**src/rtl/divn_pkg.sv**
```systemverilog
// Shared definitions for the divide-by-N counter controller.
package divn_pkg;

  typedef enum logic [1:0] {
    ST_IDLE = 2'd0,
    ST_LOAD = 2'd1,
    ST_RUN  = 2'd2
  } state_t;

  localparam logic [3:0] BCD_MAX  = 4'd9;
  localparam logic [7:0] DIVN_MIN = 8'd2;

endpackage

```
**src/rtl/divn_sub2.sv**
```systemverilog
// Computes N-2 in binary or two-digit BCD and flags divisors the counter cannot realise.
module divn_sub2
  import divn_pkg::*;
(
  input  logic [7:0] value,
  input  logic       bin_dec,
  output logic [7:0] result,
  output logic       valid
);

  logic [3:0] w_hi;
  logic [3:0] w_lo;

  assign w_hi = value[7:4];
  assign w_lo = value[3:0];

  // BCD borrows from the high digit when the low digit is below 2.
  always_comb begin
    result = value - DIVN_MIN;
    if (!bin_dec)
      result = (w_lo >= 4'd2) ? {w_hi, w_lo - 4'd2} : {w_hi - 4'd1, w_lo + 4'd8};
  end

  assign valid = (value >= DIVN_MIN) &&
                 (bin_dec || ((w_hi <= BCD_MAX) && (w_lo <= BCD_MAX)));

endmodule

```
**src/rtl/divn_ctrl.sv**
```systemverilog
// Controller for a cascaded pair of 4-bit presettable counters producing one tick every N cycles.
module divn_ctrl
  import divn_pkg::*;
(
  input  logic       clk,
  input  logic       rst,
  input  logic       start,
  input  logic       stop,
  input  logic [7:0] divisor,
  input  logic       bin_dec,
  input  logic       repeat_mode,
  input  logic       cnt_cout_n,
  output logic [7:0] cnt_preset,
  output logic       cnt_preset_en,
  output logic       cnt_cin_n,
  output logic       cnt_up_down,
  output logic       cnt_bin_dec,
  output logic       busy,
  output logic       tick,
  output logic       err
);

  state_t     r_state;
  state_t     w_state_nxt;
  logic       r_repeat;
  logic [7:0] w_sub_result;
  logic       w_sub_valid;
  logic       w_accept;
  logic       w_reject;
  logic       w_period_end;

  divn_sub2 u_sub2 (
    .value   (divisor),
    .bin_dec (bin_dec),
    .result  (w_sub_result),
    .valid   (w_sub_valid)
  );

  always_comb begin
    w_state_nxt  = r_state;
    w_accept     = 1'b0;
    w_reject     = 1'b0;
    w_period_end = 1'b0;
    unique case (r_state)
      ST_IDLE: begin
        if (start) begin
          if (w_sub_valid) begin
            w_accept    = 1'b1;
            w_state_nxt = ST_LOAD;
          end else begin
            w_reject = 1'b1;
          end
        end
      end
      ST_LOAD: w_state_nxt = stop ? ST_IDLE : ST_RUN;
      ST_RUN: begin
        // stop wins over a terminal count in the same cycle, so no tick is issued.
        if (stop) begin
          w_state_nxt = ST_IDLE;
        end else if (!cnt_cout_n) begin
          w_period_end = 1'b1;
          w_state_nxt  = r_repeat ? ST_LOAD : ST_IDLE;
        end
      end
      default: w_state_nxt = ST_IDLE;
    endcase
  end

  // Outputs are registered from the next state so they line up with the state they describe.
  always_ff @(posedge clk) begin
    if (rst) begin
      r_state       <= ST_IDLE;
      r_repeat      <= 1'b0;
      cnt_preset    <= 8'h00;
      cnt_preset_en <= 1'b0;
      cnt_cin_n     <= 1'b1;
      cnt_bin_dec   <= 1'b1;
      busy          <= 1'b0;
      tick          <= 1'b0;
      err           <= 1'b0;
    end else begin
      r_state       <= w_state_nxt;
      cnt_preset_en <= (w_state_nxt == ST_LOAD);
      cnt_cin_n     <= (w_state_nxt != ST_RUN);
      busy          <= (w_state_nxt != ST_IDLE);
      tick          <= w_period_end;
      if (w_accept) begin
        cnt_preset  <= w_sub_result;
        cnt_bin_dec <= bin_dec;
        r_repeat    <= repeat_mode;
        err         <= 1'b0;
      end else if (w_reject) begin
        err <= 1'b1;
      end
    end
  end

  assign cnt_up_down = 1'b0;

endmodule

```
**config.mk**
```make
export PLATFORM = sky130hd
export DESIGN_NAME = divn_ctrl
export DESIGN_NICKNAME = d
export VERILOG_FILES = /design/src/rtl/divn_pkg.sv /design/src/rtl/divn_sub2.sv /design/src/rtl/divn_ctrl.sv
export SDC_FILE = /design/constraint.sdc
export NUM_CORES = 1
export LEC_CHECK = 0
export BUFFER_PORTS_ARGS = -buffer_cell sky130_fd_sc_hd__buf_2
export CAP_MARGIN = 20
export CORE_MARGIN = 2
export CORE_UTILIZATION = 30
export CTS_BUF_LIST = sky130_fd_sc_hd__clkbuf_4 sky130_fd_sc_hd__clkbuf_8
export DETAILED_ROUTE_END_ITERATION = 6
export PLACE_DENSITY_LB_ADDON = 0.05
export RECOVER_POWER = 25
export SLEW_MARGIN = 20
export SYNTH_ARGS = -nofsm -noshare
export SYNTH_HDL_FRONTEND = slang
export SYNTH_HIERARCHICAL = 1
export SYNTH_SLANG_ARGS = --single-unit
```
**constraint.sdc**
```tcl
create_clock -name clk -period 2.5 [get_ports clk]
set_input_delay 0.75 -clock clk [delete_from_list [all_inputs] [get_ports clk]]
set_output_delay 0.75 -clock clk [all_outputs]
set_load 0.05 [all_outputs]
```
==> qor_table.md <==
| Quantity | This run | Unit |
| --- | --- | --- |
| Primary flip-flop cell chosen by synthesis mapping | dfxtp_1 | - |
| Leakage power | 0.470 | nW |
| First-pass DRT Iterations | 2 | - |
| Post-synthesis instance total | 103 | - |
| Row count | 19 | - |
| Synth top area share | 39.6 | % |
| Area of all sequential standard cells | 340 | um2 |
| Ant. Diodes | 0 | - |
| Most used standard cell by instance count after synthesis | nand2_1 | - |
| Startpoint of the worst-slack reg-to-reg timing path | r_state[1] | - |
| Net switching power of the design | 200 | uW |
| Critical path launch point type | input pin | - |
| Pin count of the biggest net entering global routing | 16 | - |
| Cells along the critical path | buf_2 > inv_1 > ha_1 > a311o_1 > o211a_1 > nand4bb_1 > buf_4 > nand2_1 > a21oi_1 | - |
| Final worst-path cycle share | 82.0 | % |
| Warnings, synthesis | 6 | - |
| Critical path data required time | 2.71 | ns |
| Pwr/cell area | 568 | nW/um2 |
| Die height | 57.5 | um |
| Post-route insts no fill | 163 | - |
| Outcome | finished, final reports clean | - |
| Met1 Track Usage GR | 15.6 | % |
| Synthesized netlist net count | 122 | - |
| Count of instances resized after the clock tree is built | 0 | - |
| Post-CTS setup buffers | 0 | - |
| Worst clock skew on the final layout | 0.00615 | ns |
| Gpl congestion | 0.815 | - |
| Peak supply drop | 0.362 | mV |
| Proportion of power drawn by flip-flops and latches | 49.7 | % |
| Multi-input gate area in the final layout | 460 | um2 |
| Clock transition at the registers of the reported paths | 0.10 | ns |
| WL/cell | 11.6 | um |
| Proportion of synthesized flip-flops having asynchronous set or reset | 0 | % |
| Vias per cell | 4.79 | - |
| GR Layer Usage met3 | 4.08 | % |
| CTS HTree Levels | 1 | - |
| Crit-path slowest cell | a311o_1 | - |
| Number of failing setup endpoints in the final timing report | 0 | - |
| IO Pins | 30 | - |
| Global-route wire length before repair | 3130 | um |
| Starting Density | 31.4 | % |
| Area of the core | 2730 | um2 |
| Routed Antenna Nets | 0 | - |
| Number of buffers on the longest clock path | 2 | - |
| Clock Tree Root | clkbuf_4 | - |
| Congestion Overflow GR | 0 | - |
| Sequential element share of the synthesized area | 39.6 | % |
| R2R setup slack | 1.21 | ns |
| Vias in the first global route | 724 | - |
| Count of final hold-check violations | 0 | - |
| Share of final-layout standard cells stronger than drive strength 1 | 25.8 | % |
| Cell type contributing the most total cell area after synthesis | dfxtp_1 | - |
| CP endpoint kind | flip-flop | - |
| Number of max-slew violations in the final report | 0 | - |
| Largest stage delay on the critical path | 0.30 | ns |
| Cell class contributing the biggest share of worst-path delay | compound AO/OA/AOI/OAI gates | - |
| Internal power contribution | 396 | uW |
| Worst hold path depth | 2 | - |
| Number of sinks driven by the clock tree | 17 | - |
| Die outline width | 57.5 | um |
| Global routing usage on met2 | 19.5 | % |
| Crit Path Max Fanout | 6 | - |
| Post-synthesis sequential element count | 17 | - |
| Total number of vias | 781 | - |
| Worst hold path startpoint | cnt_preset[7] | - |
| Most instantiated cells after synthesis | nand2_1, dfxtp_1, a21oi_1, inv_1, nor2_1 | - |
| Number of DRC violations after detailed-routing iteration 0 | 11 | - |
| Count of input and output buffers | 28 | - |
| CTS tree | yes | - |
| Distinct cell type count after synthesis | 29 | - |
| Area growth syn-to-layout | 22.1 | % |
| Crit path arrival time | 2.26 | ns |
| Destination of the worst hold path | cnt_preset[7] | - |
| Count of buffer and inverter cells on the critical path | 3 | - |
| Die area | 3310 | um2 |
| Fill cell total of the finished layout | 302 | - |
| Highest Clock Rate | 488 | MHz |
| Dpl hpwl | 1520 | um |
| Critical R2R Capture | busy | - |
| Cell types with the largest area share after synthesis | dfxtp_1, nand2_1, a21oi_1 | - |
| Sw Ratio | 33.6 | % |
| Hold buffer count at CTS | 0 | - |
| Final net count | 152 | - |
| Final critical path time including I/O delays and setup | 2.05 | ns |
| Sum of negative setup slack | 0 | ns |
| Cell area after technology mapping | 860 | um2 |
| Cell total after placement | 159 | - |
| Insertion delay of the later-clocked pin in the worst-skew pair | 0.28 | ns |
| Sum of routed wire length over all layers | 1890 | um |
| Number of cells traversed by the worst register-to-register path | 3 | - |
| Global-route total usage across every layer | 12.1 | % |
| GR peak layer | met2 | - |
| Hold/Removal Path Class | flip-flop to flip-flop | - |
| Max-Slew Margin vs Limit | 54.3 | % |
| Critical setup path kind | input pin to flip-flop | - |
| Number of flops mapped to enable cells by yosys | 0 | - |
| Number of buffers created by CTS | 3 | - |
| Initial antenna violation count | 0 | - |
| DRC violations left | 0 | - |
| Proportion of power drawn by combinational gates | 26.7 | % |
| Average cell area after synthesis | 8.35 | um2 |
| Reported max-cap violation count | 0 | - |
| Transition time at the pin with the least slew margin | 0.686 | ns |
| Clock power share | 23.6 | % |
| Setup repair after global routing missed its margin | false | - |
cell usage in the layout, fill, tap and decap left out:
cell type / count
a21oi_1: 12
ha_1: 4
nand4bb_1: 1
o21ai_1: 2
inv_1: 7
o32ai_2: 1
o211ai_1: 2
clkbuf_4: 3
nand2_1: 21
or4_1: 1
clkinv_2: 1
nor2_1: 5
nor3_2: 1
xnor2_1: 4
buf_4: 3
nand2b_1: 2
nor4_1: 1
o211a_1: 2
dfxtp_1: 17
clkbuf_1: 5
a311o_1: 1
and2_1: 1
nor3b_1: 2
a211o_1: 1
and4bb_2: 1
nand3b_1: 2
buf_2: 23
o32ai_1: 1
conb_1: 1
or4b_4: 1
nor3_1: 3
worst max path at each step:
stage | from | end | slack [ns] | cells after the start
5_1_grt | divisor[5] | err | 0.28 | 10
4_1_cts | divisor[2] | cnt_preset[3] | 0.46 | 9
3_3_place_gp | divisor[2] | cnt_preset[4] | 0.24 | 9
6_report | divisor[2] | cnt_preset[3] | 0.45 | 9
2_1_floorplan | divisor[3] | cnt_preset[0] | 0.41 | 8
3_5_place_dp | divisor[2] | cnt_preset[3] | 0.16 | 9
registers in the layout, indices dropped and copies added (netlist names):
signal         cells
r_repeat           1
busy               1
cnt_bin_dec        1
cnt_preset         8
tick               1
cnt_preset_en      1
err                1
r_state            2
cnt_cin_n          1
routing by layer:
metal / up-vias / share of wire, %
met3: 2 / 4.4
met2: 17 / 46
met4: 0 / 0.95
met1: 356 / 48
met5: - / 0
li1: 406 / -
worst min-delay path, cell delays in order, from the launching register on:
cell and delay, ns:
dfxtp_1 0.32, nand2_1 0.05, a21oi_1 0.05
through the flow:
stage               total power, mW  area (um2)  util, %  setup slack (ns)  hold WS [ns]
floorplan                     0.417         860        -             0.412         0.436
global placement              0.463        1030     37.6             0.236         0.444
detailed placement            0.464        1030     37.6             0.157         0.446
CTS                           0.608        1060     38.6             0.455         0.461
global route                  0.634        1050     38.4             0.278         0.481
finish                        0.597        1050     38.4             0.450         0.457
cell families after synthesis:
kind of cell / synth area share [%]
other: 0.436
buffers and inverters: 6.84
and+or+nand+nor: 25.9
adders and majority gates: 5.82
DFF: 39.6
AOI/OAI and AO/OA: 17.3
xor gates and xnor gates: 4.08
power groups by stage:
stage	Combinational, mW	Clock (mW)	Sequential (mW)
floorplan	0.0637	0	0.353
global placement	0.160	0	0.303
detailed placement	0.161	0	0.303
CTS	0.162	0.149	0.297
global route	0.174	0.161	0.299
finish	0.159	0.141	0.297
cell type report:
| cell class | instances | share of cell area (%) |
|---|---|---|
| Multi-Input combinational cell | 73 | 43.9 |
| Sequential cell | 17 | 32.4 |
| Tap cell | 31 | 3.69 |
| Clock buffer | 3 | 2.15 |
| Clock inverter | 1 | 0.477 |
| Timing Repair Buffer | 31 | 14.9 |
| Inverter | 7 | 2.50 |
No activity file was read; power rests on OpenSTA's default activity.
